File: config.mk
export PLATFORM = sky130hd
export DESIGN_NAME = mc_main_ctrl
export DESIGN_NICKNAME = d
export VERILOG_FILES = /design/src/rtl/mc_ctrl_pkg.sv /design/src/rtl/mc_ctrl_outdec.sv /design/src/rtl/mc_main_ctrl.sv
export SDC_FILE = /design/constraint.sdc
export NUM_CORES = 1
export LEC_CHECK = 0
export CAP_MARGIN = 20
export CORE_MARGIN = 10
export CORE_UTILIZATION = 33
export CTS_CLUSTER_DIAMETER = 120
export CTS_CLUSTER_SIZE = 30
export DETAILED_ROUTE_END_ITERATION = 12
export MAX_ROUTING_LAYER = met4
export PLACE_DENSITY = 0.74
export SLEW_MARGIN = 20
export SYNTH_ARGS = -nofsm -noshare
export SYNTH_HDL_FRONTEND = slang
export SYNTH_SLANG_ARGS = --single-unit
File: constraint.sdc
create_clock -name clk_i -period 2.1 [get_ports clk_i]
set_clock_uncertainty 0.1 [all_clocks]
set_input_delay 0.42 -clock clk_i [delete_from_list [all_inputs] [get_ports clk_i]]
set_output_delay 0.42 -clock clk_i [all_outputs]
set_load 0.05 [all_outputs]
File: src/rtl/mc_ctrl_pkg.sv
// Shared definitions for the multi-cycle MIPS main control unit and the
// ALU controller that consumes its ALUOp: opcodes, ALUOp codes, FSM state
// encodings, datapath select codes and the control-word layout.
// Optional build macro: MC_CTRL_BNE_EN (adds bne decoding).
package mc_ctrl_pkg;

  localparam int OP_W    = 6;
  localparam int ALUOP_W = 3;
  localparam int ST_W    = 4;

  typedef logic [OP_W-1:0]    opcode_t;
  typedef logic [ALUOP_W-1:0] aluop_t;

  // Opcode field values (instr[31:26])
  localparam opcode_t OP_RTYPE = 6'b000000;
  localparam opcode_t OP_LW    = 6'b100011;
  localparam opcode_t OP_SW    = 6'b101011;
  localparam opcode_t OP_BEQ   = 6'b000100;
  localparam opcode_t OP_BNE   = 6'b000101;
  localparam opcode_t OP_ADDI  = 6'b001000;
  localparam opcode_t OP_SLTIU = 6'b001011;
  localparam opcode_t OP_LUI   = 6'b001111;
  localparam opcode_t OP_ORI   = 6'b001101;
  localparam opcode_t OP_ANDI  = 6'b001100;

  // ALUOp codes shared with the ALU controller
  localparam aluop_t ALUOP_MEM   = 3'b000;
  localparam aluop_t ALUOP_BEQ   = 3'b001;
  localparam aluop_t ALUOP_RTYPE = 3'b010;
  localparam aluop_t ALUOP_ADDI  = 3'b011;
  localparam aluop_t ALUOP_SLTIU = 3'b100;
  localparam aluop_t ALUOP_LUI   = 3'b101;
  localparam aluop_t ALUOP_ORI   = 3'b110;
  localparam aluop_t ALUOP_ANDI  = 3'b111;

  // FSM states; encodings 11..15 are never entered
  typedef enum logic [ST_W-1:0] {
    ST_FETCH  = 4'd0,
    ST_DECODE = 4'd1,
    ST_MEMADR = 4'd2,
    ST_MEMRD  = 4'd3,
    ST_MEMWB  = 4'd4,
    ST_MEMWR  = 4'd5,
    ST_EXEC   = 4'd6,
    ST_RWB    = 4'd7,
    ST_BRANCH = 4'd8,
    ST_IMMEX  = 4'd9,
    ST_IMMWB  = 4'd10
  } state_t;

  // ALU B-operand select
  localparam logic [1:0] SRCB_B       = 2'b00;
  localparam logic [1:0] SRCB_FOUR    = 2'b01;
  localparam logic [1:0] SRCB_IMM     = 2'b10;
  localparam logic [1:0] SRCB_IMM_SH2 = 2'b11;

  // PC source select
  localparam logic [1:0] PCSRC_ALU    = 2'b00;
  localparam logic [1:0] PCSRC_ALUOUT = 2'b01;

  // Instruction class used by the DECODE dispatch
  typedef enum logic [2:0] {
    CLS_MEM,
    CLS_RTYPE,
    CLS_BRANCH,
    CLS_IMM,
    CLS_ILLEGAL
  } op_class_t;

  // Control word produced by the output decoder
  typedef struct packed {
    aluop_t     alu_op;
    logic       pc_en;
    logic [1:0] pc_src;
    logic       iord;
    logic       mem_read;
    logic       mem_write;
    logic       ir_write;
    logic       reg_write;
    logic       reg_dst;
    logic       mem_to_reg;
    logic       alu_src_a;
    logic [1:0] alu_src_b;
  } ctrl_word_t;

  // Classify an opcode for the DECODE dispatch
  function automatic op_class_t op_class(input opcode_t op);
    op_class_t cls;
    case (op)
      OP_LW, OP_SW:                                  cls = CLS_MEM;
      OP_RTYPE:                                      cls = CLS_RTYPE;
      OP_BEQ:                                        cls = CLS_BRANCH;
`ifdef MC_CTRL_BNE_EN
      OP_BNE:                                        cls = CLS_BRANCH;
`endif
      OP_ADDI, OP_SLTIU, OP_LUI, OP_ORI, OP_ANDI:    cls = CLS_IMM;
      default:                                       cls = CLS_ILLEGAL;
    endcase
    return cls;
  endfunction

  // ALUOp for the immediate-execute state, selected by the latched opcode
  function automatic aluop_t imm_aluop(input opcode_t op);
    aluop_t code;
    case (op)
      OP_ADDI:  code = ALUOP_ADDI;
      OP_SLTIU: code = ALUOP_SLTIU;
      OP_LUI:   code = ALUOP_LUI;
      OP_ORI:   code = ALUOP_ORI;
      OP_ANDI:  code = ALUOP_ANDI;
      default:  code = ALUOP_MEM;
    endcase
    return code;
  endfunction

endpackage

File: src/rtl/mc_ctrl_outdec.sv
// Combinational decode of the current FSM state (plus latched opcode and
// the two qualifying inputs) into the datapath control word. Everything is
// Moore except the FETCH IR/PC enables, which follow mem_ready, and the
// BRANCH PC enable, which follows the ALU zero flag.
// Optional build macro: MC_CTRL_BNE_EN (bne inverts the branch condition).
module mc_ctrl_outdec
  import mc_ctrl_pkg::*;
(
  input  state_t     state,
  input  opcode_t    op_q,
  input  logic       mem_ready,
  input  logic       alu_zero,
  output ctrl_word_t ctrl
);

  // Per-state control word; anything not set for a state stays 0
  always_comb begin
    ctrl = '0;
    case (state)
      ST_FETCH: begin
        ctrl.mem_read  = 1'b1;
        ctrl.iord      = 1'b0;
        ctrl.alu_src_a = 1'b0;
        ctrl.alu_src_b = SRCB_FOUR;
        ctrl.alu_op    = ALUOP_MEM;
        ctrl.pc_src    = PCSRC_ALU;
        ctrl.ir_write  = mem_ready;
        ctrl.pc_en     = mem_ready;
      end
      ST_DECODE: begin
        ctrl.alu_src_a = 1'b0;
        ctrl.alu_src_b = SRCB_IMM_SH2;
        ctrl.alu_op    = ALUOP_MEM;
      end
      ST_MEMADR: begin
        ctrl.alu_src_a = 1'b1;
        ctrl.alu_src_b = SRCB_IMM;
        ctrl.alu_op    = ALUOP_MEM;
      end
      ST_MEMRD: begin
        ctrl.mem_read = 1'b1;
        ctrl.iord     = 1'b1;
      end
      ST_MEMWB: begin
        ctrl.reg_write  = 1'b1;
        ctrl.mem_to_reg = 1'b1;
        ctrl.reg_dst    = 1'b0;
      end
      ST_MEMWR: begin
        ctrl.mem_write = 1'b1;
        ctrl.iord      = 1'b1;
      end
      ST_EXEC: begin
        ctrl.alu_src_a = 1'b1;
        ctrl.alu_src_b = SRCB_B;
        ctrl.alu_op    = ALUOP_RTYPE;
      end
      ST_RWB: begin
        ctrl.reg_write  = 1'b1;
        ctrl.reg_dst    = 1'b1;
        ctrl.mem_to_reg = 1'b0;
      end
      ST_BRANCH: begin
        ctrl.alu_src_a = 1'b1;
        ctrl.alu_src_b = SRCB_B;
        ctrl.alu_op    = ALUOP_BEQ;
        ctrl.pc_src    = PCSRC_ALUOUT;
`ifdef MC_CTRL_BNE_EN
        // bne shares the subtract compare; only the taken sense flips
        ctrl.pc_en     = (op_q == OP_BNE) ? ~alu_zero : alu_zero;
`else
        ctrl.pc_en     = alu_zero;
`endif
      end
      ST_IMMEX: begin
        ctrl.alu_src_a = 1'b1;
        ctrl.alu_src_b = SRCB_IMM;
        ctrl.alu_op    = imm_aluop(op_q);
      end
      ST_IMMWB: begin
        ctrl.reg_write  = 1'b1;
        ctrl.reg_dst    = 1'b0;
        ctrl.mem_to_reg = 1'b0;
      end
      default: ctrl = '0;
    endcase
  end

endmodule

File: src/rtl/mc_main_ctrl.sv
// Multi-cycle MIPS main control unit. Steps each instruction through
// fetch/decode/execute/memory/writeback, latches the opcode in DECODE for
// the later states, and drives the datapath control word. While rst_i is
// high every output is held at 0.
// Optional build macro: MC_CTRL_BNE_EN (decode bne into the branch path).
module mc_main_ctrl
  import mc_ctrl_pkg::*;
#(
  parameter int OP_W    = 6,
  parameter int ALUOP_W = 3
) (
  input  logic               clk_i,
  input  logic               rst_i,
  input  logic [OP_W-1:0]    instr_op_i,
  input  logic               alu_zero_i,
  input  logic               mem_ready_i,
  output logic [ALUOP_W-1:0] ALUOp_o,
  output logic               pc_en_o,
  output logic [1:0]         pc_src_o,
  output logic               iord_o,
  output logic               mem_read_o,
  output logic               mem_write_o,
  output logic               ir_write_o,
  output logic               reg_write_o,
  output logic               reg_dst_o,
  output logic               mem_to_reg_o,
  output logic               alu_src_a_o,
  output logic [1:0]         alu_src_b_o,
  output logic               illegal_o,
  output logic [3:0]         state_o
);

  state_t     state_reg;
  state_t     state_next;
  opcode_t    op_q_reg;
  logic       illegal_next;
  ctrl_word_t ctrl_raw;
  ctrl_word_t ctrl_out;

  // State register and opcode latch; the opcode is captured while decoding
  always_ff @(posedge clk_i) begin
    if (rst_i) begin
      state_reg <= ST_FETCH;
      op_q_reg  <= '0;
    end else begin
      state_reg <= state_next;
      if (state_reg == ST_DECODE) begin
        op_q_reg <= instr_op_i;
      end
    end
  end

  // Next-state selection and the illegal-opcode flag raised in DECODE
  always_comb begin
    state_next   = state_reg;
    illegal_next = 1'b0;
    case (state_reg)
      ST_FETCH: begin
        if (mem_ready_i) state_next = ST_DECODE;
      end
      ST_DECODE: begin
        // op_q is not yet loaded here, so dispatch on the live IR field
        case (op_class(instr_op_i))
          CLS_MEM:    state_next = ST_MEMADR;
          CLS_RTYPE:  state_next = ST_EXEC;
          CLS_BRANCH: state_next = ST_BRANCH;
          CLS_IMM:    state_next = ST_IMMEX;
          default: begin
            state_next   = ST_FETCH;
            illegal_next = 1'b1;
          end
        endcase
      end
      ST_MEMADR: state_next = (op_q_reg == OP_SW) ? ST_MEMWR : ST_MEMRD;
      ST_MEMRD: begin
        if (mem_ready_i) state_next = ST_MEMWB;
      end
      ST_MEMWB:  state_next = ST_FETCH;
      ST_MEMWR: begin
        if (mem_ready_i) state_next = ST_FETCH;
      end
      ST_EXEC:   state_next = ST_RWB;
      ST_RWB:    state_next = ST_FETCH;
      ST_BRANCH: state_next = ST_FETCH;
      ST_IMMEX:  state_next = ST_IMMWB;
      ST_IMMWB:  state_next = ST_FETCH;
      default:   state_next = ST_FETCH;
    endcase
  end

  mc_ctrl_outdec u_outdec (
    .state     (state_reg),
    .op_q      (op_q_reg),
    .mem_ready (mem_ready_i),
    .alu_zero  (alu_zero_i),
    .ctrl      (ctrl_raw)
  );

  // Hold every output low while reset is asserted so an aborted access
  // cannot leave a request or enable active
  always_comb begin
    ctrl_out = '0;
    if (!rst_i) begin
      ctrl_out = ctrl_raw;
    end
  end

  assign ALUOp_o      = ctrl_out.alu_op;
  assign pc_en_o      = ctrl_out.pc_en;
  assign pc_src_o     = ctrl_out.pc_src;
  assign iord_o       = ctrl_out.iord;
  assign mem_read_o   = ctrl_out.mem_read;
  assign mem_write_o  = ctrl_out.mem_write;
  assign ir_write_o   = ctrl_out.ir_write;
  assign reg_write_o  = ctrl_out.reg_write;
  assign reg_dst_o    = ctrl_out.reg_dst;
  assign mem_to_reg_o = ctrl_out.mem_to_reg;
  assign alu_src_a_o  = ctrl_out.alu_src_a;
  assign alu_src_b_o  = ctrl_out.alu_src_b;
  assign illegal_o    = illegal_next & ~rst_i;
  assign state_o      = rst_i ? 4'd0 : state_reg;

endmodule

==> results of run 1 <==
worst register-to-register path, stage by stage, from the launching register on:
cell,delay [ps]
sky130_fd_sc_hd__dfxtp_4,360
sky130_fd_sc_hd__nand2b_4,160
sky130_fd_sc_hd__or3_4,370
sky130_fd_sc_hd__or4_1,490
sky130_fd_sc_hd__a311oi_1,280
layout by cell type (no fill, tap or decap), types with 2 or more instances in the layout:
cell type,Yosys,final
sky130_fd_sc_hd__buf_4,1,27
sky130_fd_sc_hd__buf_12,0,19
sky130_fd_sc_hd__nand2_1,17,17
sky130_fd_sc_hd__a21oi_1,10,10
sky130_fd_sc_hd__nor2_1,18,9
sky130_fd_sc_hd__nor2_2,0,6
sky130_fd_sc_hd__buf_6,1,6
sky130_fd_sc_hd__nor2b_1,10,5
sky130_fd_sc_hd__o21ai_0,6,5
sky130_fd_sc_hd__dlygate4sd2_1,0,5
sky130_fd_sc_hd__nor2b_2,0,4
sky130_fd_sc_hd__dfxtp_2,0,4
sky130_fd_sc_hd__dfxtp_4,0,4
sky130_fd_sc_hd__nand2b_1,4,3
sky130_fd_sc_hd__nand3_1,3,3
sky130_fd_sc_hd__nor2_4,0,3
sky130_fd_sc_hd__nor3_1,6,3
sky130_fd_sc_hd__clkbuf_4,0,3
sky130_fd_sc_hd__mux2i_1,2,2
sky130_fd_sc_hd__or3_4,0,2
sky130_fd_sc_hd__nor4_2,0,2
sky130_fd_sc_hd__inv_1,2,2
sky130_fd_sc_hd__nor3_2,0,2
sky130_fd_sc_hd__nor4_4,0,2
sky130_fd_sc_hd__o21bai_1,2,2
sky130_fd_sc_hd__clkdlybuf4s50_1,0,2
sky130_fd_sc_hd__dfxtp_1,10,2
through the flow:
step                total power (W)  std cells  setup TNS, ps
global placement           0.000468        205           -844
floorplan                  0.000351        132          -2290
CTS                        0.000669        212           -297
global route               0.000724        215           -429
detailed placement         0.000475        205          -1080
finish                     0.000695        215           -149
per-layer routing:
layer	track usage (%)	share of wire, %
met3	3.31	6.7
met2	26.0	53
met5	-	0
met1	16.0	38
met4	5.38	2.7
layout make-up:
type | count | area, µm²
repair buffers | 61 | 729
multi-input cells | 108 | 818
fillers | 149 | 651
clock buffers | 4 | 36.3
well taps | 30 | 37.5
flip-flops and latches | 10 | 220
inverters | 2 | 7.51
repair_timing:
item | 4_1_cts | 5_1_grt
gates resized for setup | 29 | 29
setup endpoints to repair | 14 | 13
pin swaps | 7 | 6
setup buffers | 3 | 3
report_power, final:
part	leakage (nW)	switching (W)	internal (W)	total (W)
logic	0.587	0.000160	0.000142	0.000302
clock network	0.0210	0.0000717	0.000105	0.000177
registers	0.0863	0.0000167	0.000199	0.000216
how the worst max path moves through the flow:
| stage | endpoint | start | slack (ps) | cells after the start |
|---|---|---|---|---|
| floorplan | ALUOp_o[2] | rst_i | -330 | 3 |
| finish | ALUOp_o[1] | op_q_reg[4] | -40 | 5 |
| detailed placement | illegal_o | instr_op_i[5] | -290 | 6 |
| global route | ALUOp_o[1] | state_reg[0] | -110 | 5 |
| global placement | illegal_o | instr_op_i[5] | -250 | 6 |
| CTS | illegal_o | instr_op_i[1] | -80 | 7 |
kinds of logic (layout without fill, tap and decap cells):
family | Yosys count | in the layout
flip-flops | 10 | 10
XOR/XNOR | 1 | 1
AO/OA/AOI/OAI | 28 | 28
AND/OR/NAND/NOR | 76 | 76
multiplexers | 2 | 2
buffers and inverters | 14 | 67
other | 1 | 1
==> impl_metrics.json, run 1 <==
{
  "crit_fanout": 3,
  "power_density_nw_per_um2": 376,
  "seq_area_frac_synth_pct": 22.8,
  "critPathCaptureType": "primary output",
  "chipWidth_um": 71.6,
  "syn-mean-instance-area_um2": 6.66,
  "grt_util_all_layers_pct": 14.9,
  "syn-instance-count": 132,
  "critical_path_required_ps": 1580,
  "grt_pass1_wl_mm": 6.23,
  "grt_remaining_overflow": 0,
  "share_of_the_synthesized_area_in_the_top_cell_type_pct": 22.8,
  "cts.path.max_buffers": 2,
  "power.leakage_nw": 0.695,
  "worst_path_arrival_time_ps": 1620,
  "critical_path.slowest_cell": "sky130_fd_sc_hd__o32a_1",
  "edff_count_synth": 0,
  "timing.reg2reg.worst_path_depth": 4,
  "synth-compound-area-share_pct": 20.6,
  "synth-xor-area-share_pct": 0.996,
  "cts_inserted_buffers": 3,
  "startpoint_type": "flip-flop",
  "synth_simple_gate_area_share_pct": 45.5,
  "crit_share_post_route_pct": 102,
  "max_slew_vio_count": 0,
  "initial_utilization_pct": 35.2,
  "criticalPathCategory": "flip-flop to primary output",
  "drtAntennaViolNets": 0,
  "grt_pass1_vias": 1266,
  "fin_ws_ps": -43.3,
  "synth.cell_area_um2": 880,
  "design.core.area_um2": 2500,
  "grt_antenna_before_repair": 0,
  "nets_finish": 196,
  "min_path_cells": 2,
  "area_contributors_post_synth": "sky130_fd_sc_hd__dfxtp_1 23%, sky130_fd_sc_hd__nor2_1 7.7%, sky130_fd_sc_hd__nand2_1 7.3%, sky130_fd_sc_hd__nor2b_1 7.1%, sky130_fd_sc_hd__a21oi_1 5.7%",
  "maxCapViolCount": 0,
  "drc_violations": 0,
  "post_synth_fa_ha_maj_area_fraction_pct": 0,
  "final.min_clock_period_ps": 2140,
  "mappedNetlistNets": 142,
  "tritoncts_clock_tree": "built",
  "numClockSinks": 10,
  "synth_top_flop_cell": "sky130_fd_sc_hd__dfxtp_1",
  "finalHoldViolCount": 0,
  "avgRoutedWirePerCell_um": 18.6,
  "critical_path.n_buffers_inverters": 1,
  "flop2flop_setup_slack_ps": 240,
  "violated_checks": "setup timing",
  "rows": 18,
  "placement.setup.worst_slack_ps": -292,
  "synthTopCellsByCount": "18 x sky130_fd_sc_hd__nor2_1, 17 x sky130_fd_sc_hd__nand2_1, 10 x sky130_fd_sc_hd__a21oi_1, 10 x sky130_fd_sc_hd__dfxtp_1, 10 x sky130_fd_sc_hd__nor2b_1",
  "synth_cell_type_count": 37,
  "path_clk_slew_ps": 70,
  "detailedRoute.firstPassIterationCount": 6,
  "dpl-instance-area_um2": 1600,
  "synthArstFlopShare_pct": 0,
  "h-tree-depth": 1,
  "drt-total-wl_mm": 3.99,
  "rr_startpoint": "state_reg[1]",
  "floorplan.die_area_um2": 5130,
  "worstReg2RegEnd": "state_reg[1]",
  "place.detailed.hpwl_mm": 2.60,
  "setup-violations-final": 4,
  "largest_net_degree_at_the_start_of_global_routing": 20,
  "clock_latency_ps": 270,
  "cp_top_family": "simple AND/OR/NAND/NOR gates",
  "synthToLayoutAreaGrowth_pct": 110,
  "drt_iter0_drc": 77,
  "fin_area_um2": 1850,
  "run_status": "complete, but fails checks",
  "post-route-util_pct": 74.0,
  "post_route_cells_drive_above_1_share_pct": 54.6,
  "yosysWarningCount": 0,
  "io_pins": 31,
  "largest_register_ff_count": 6,
  "die_height_um": 71.6,
  "antenna_cells": 0,
  "cts_hold_repair.buffers": 0,
  "clockRootBuffer": "sky130_fd_sc_hd__clkbuf_4",
  "min_to": "op_q_reg[3]",
  "hold_path_class": "flip-flop to flip-flop",
  "hold_start": "op_q_reg[3]",
  "yosysTopAreaCell": "sky130_fd_sc_hd__dfxtp_1",
  "vias": 1266,
  "gp_congestion": 0.809,
  "finalHoldWorstSlack_ps": 395,
  "slowest_delay_ps": 370,
  "ir_worst_vdd_mv": 0.396,
  "path_cells": "nor3b_4 > nand4b_1 > o32a_1 > nor2_2 > buf_12",
  "ys_ff_latch": 10,
  "yosys.cell_count.top_type": "sky130_fd_sc_hd__nor2_1",
  "numPortBuffers": 29,
  "synth_top_family_by_area": "simple AND/OR/NAND/NOR gates",
  "synth_mux_area_share_pct": 2.28,
  "maxClockFrequency_mhz": 467,
  "via_per_inst": 5.89,
  "grt_setup_unrepaired": "true"
}
(Power assumes the default switching activity.)
==> inputs of run 2 (changes only) <==
--- a/config.mk
+++ b/config.mk
@@ -13,7 +13,9 @@
 export DETAILED_ROUTE_END_ITERATION = 12
 export MAX_ROUTING_LAYER = met4
 export PLACE_DENSITY = 0.74
+export SKIP_LAST_GASP = 1
 export SLEW_MARGIN = 20
 export SYNTH_ARGS = -nofsm -noshare
 export SYNTH_HDL_FRONTEND = slang
 export SYNTH_SLANG_ARGS = --single-unit
+export TNS_END_PERCENT = 100
==> impl_metrics.json, run 2 (synthesis gave the netlist of run 1 again) <==
{
  "run_status": "complete, but fails checks",
  "violated_checks": "setup timing",
  "hold_start": "op_q_reg[3]",
  "io_pins": 31,
  "design.core.area_um2": 2500,
  "final.min_clock_period_ps": 2140,
  "criticalPathCategory": "flip-flop to primary output",
  "rr_startpoint": "state_reg[1]",
  "path_clk_slew_ps": 70,
  "clock_latency_ps": 270,
  "drc_violations": 0,
  "cts_hold_repair.buffers": 0,
  "antenna_cells": 0,
  "met2_usage_pct": 26.0,
  "rows": 18,
  "h-tree-depth": 1,
  "clockRootBuffer": "sky130_fd_sc_hd__clkbuf_4",
  "regArea_um2": 220,
  "swShare_pct": 35.5,
  "grt_busiest_layer": "met2",
  "drt_iter0_drc": 61,
  "grt_setup_unrepaired": "true",
  "layout.cells.most_common_list": "27 x sky130_fd_sc_hd__buf_4, 19 x sky130_fd_sc_hd__buf_12, 17 x sky130_fd_sc_hd__nand2_1",
  "power_switching_w": 0.000245,
  "cts_inserted_buffers": 3,
  "detailedRoute.firstPassIterationCount": 4,
  "synthToLayoutAreaGrowth_pct": 110,
  "crit_fanout": 5,
  "drt-total-wl_mm": 3.95,
  "via_per_inst": 5.93,
  "tritoncts_clock_tree": "built",
  "combined_area_of_the_multi_input_logic_cells_um2": 816,
  "post_route_cells_drive_above_1_share_pct": 54.1,
  "grt_antenna_before_repair": 0,
  "use_met1_pct": 16.0,
  "grt_util_all_layers_pct": 14.9,
  "relative_contribution_of_combinational_cells_to_total_power_pct": 43.5,
  "largest_register_ff_count": 6,
  "hold_path_class": "flip-flop to flip-flop",
  "timing.reg2reg.worst_path_depth": 4,
  "place.detailed.hpwl_mm": 2.60,
  "ir_worst_vdd_mv": 0.394,
  "post-route-util_pct": 73.9,
  "vias": 1276,
  "numPortBuffers": 29,
  "placement.setup.worst_slack_ps": -292,
  "setup-violations-final": 5,
  "numClockSinks": 10,
  "most_common_cell_after_layout_fill_and_taps_aside": "sky130_fd_sc_hd__buf_4",
  "floorplan.die_area_um2": 5130,
  "fin_ws_ps": -38.1,
  "flop2flop_setup_slack_ps": 240,
  "power.share.clock_pct": 25.4,
  "grt_remaining_overflow": 0,
  "cts.path.max_buffers": 2,
  "chipWidth_um": 71.6,
  "drtAntennaViolNets": 0,
  "largest_net_degree_at_the_start_of_global_routing": 20,
  "worstReg2RegEnd": "state_reg[1]",
  "critical_path_required_ps": 1580,
  "avgRoutedWirePerCell_um": 18.4,
  "nets_finish": 196,
  "crit_share_post_route_pct": 102,
  "grt.met3_usage_pct": 3.31,
  "power.leakage_nw": 0.695,
  "p_seq_share_pct": 31.2,
  "fill_cells": 147,
  "critPathCaptureType": "primary output",
  "die_height_um": 71.6,
  "cellInternalPower_w": 0.000447,
  "min_path_cells": 2,
  "initial_utilization_pct": 35.2,
  "max_slew_vio_count": 0,
  "min_to": "op_q_reg[3]",
  "fin_area_um2": 1850,
  "maxCapViolCount": 0,
  "gp_congestion": 0.809,
  "finalHoldViolCount": 0,
  "dpl-instance-area_um2": 1600,
  "maxClockFrequency_mhz": 468,
  "worst_path_arrival_time_ps": 1620,
  "startpoint_type": "flip-flop",
  "grt_pass1_wl_mm": 6.23,
  "power_density_nw_per_um2": 375,
  "grt_pass1_vias": 1266
}
run 2: cell counts in the layout (fill, tap and decap cells not counted):
No cell type changed its count.
run 2: layer usage:
layer	vias to the layer above	part of all wire, %
met5	-	0
met4	0	5.5
met3	24	5.9
met2	70	50
met1	610	38
li1	572	-
run 2: power by group through the flow:
stage | clock (W) | combinational (W) | sequential, W
2_1_floorplan | 0 | 0.000139 | 0.000212
3_3_place_gp | 0 | 0.000250 | 0.000218
3_5_place_dp | 0 | 0.000256 | 0.000219
4_1_cts | 0.000177 | 0.000275 | 0.000217
5_1_grt | 0.000187 | 0.000319 | 0.000217
6_report | 0.000176 | 0.000301 | 0.000216
run 2: final cells by class:
| class | instances | share of cell area, % |
|---|---|---|
| clock buffer | 4 | 1.96 |
| timing repair buffer | 61 | 39.5 |
| tap | 30 | 2.03 |
| sequential | 10 | 11.9 |
| inverter | 2 | 0.407 |
| multi-input combinational | 108 | 44.2 |
run 2: metrics by stage:
step                TNS (ps)  cells  hold slack (ps)  power, W
floorplan              -2290    132              339  0.000351
global placement        -844    205              361  0.000468
detailed placement     -1080    205              372  0.000475
CTS                     -297    212              384  0.000669
global route            -454    215              401  0.000723
finish                  -133    215              394  0.000692
run 2: worst max-delay path by stage:
stage | from | endpoint | slack [ps]
2_1_floorplan | rst_i | ALUOp_o[2] | -330
3_3_place_gp | instr_op_i[5] | illegal_o | -250
3_5_place_dp | instr_op_i[5] | illegal_o | -290
4_1_cts | instr_op_i[1] | illegal_o | -80
5_1_grt | state_reg[0] | ALUOp_o[1] | -110
6_report | state_reg[0] | ir_write_o | -40
run 2: timing repair:
action,CTS,global route
resized for setup,29,28
setup buffers,3,3
pin swaps,7,6
endpoints found under the setup margin,14,13
run 2: worst max-delay path: stages, from the launching register on:
cell and delay (ps):
sky130_fd_sc_hd__dfxtp_4 370, sky130_fd_sc_hd__buf_6 120, sky130_fd_sc_hd__or3_4 400, sky130_fd_sc_hd__nor4b_4 280, sky130_fd_sc_hd__buf_12 180
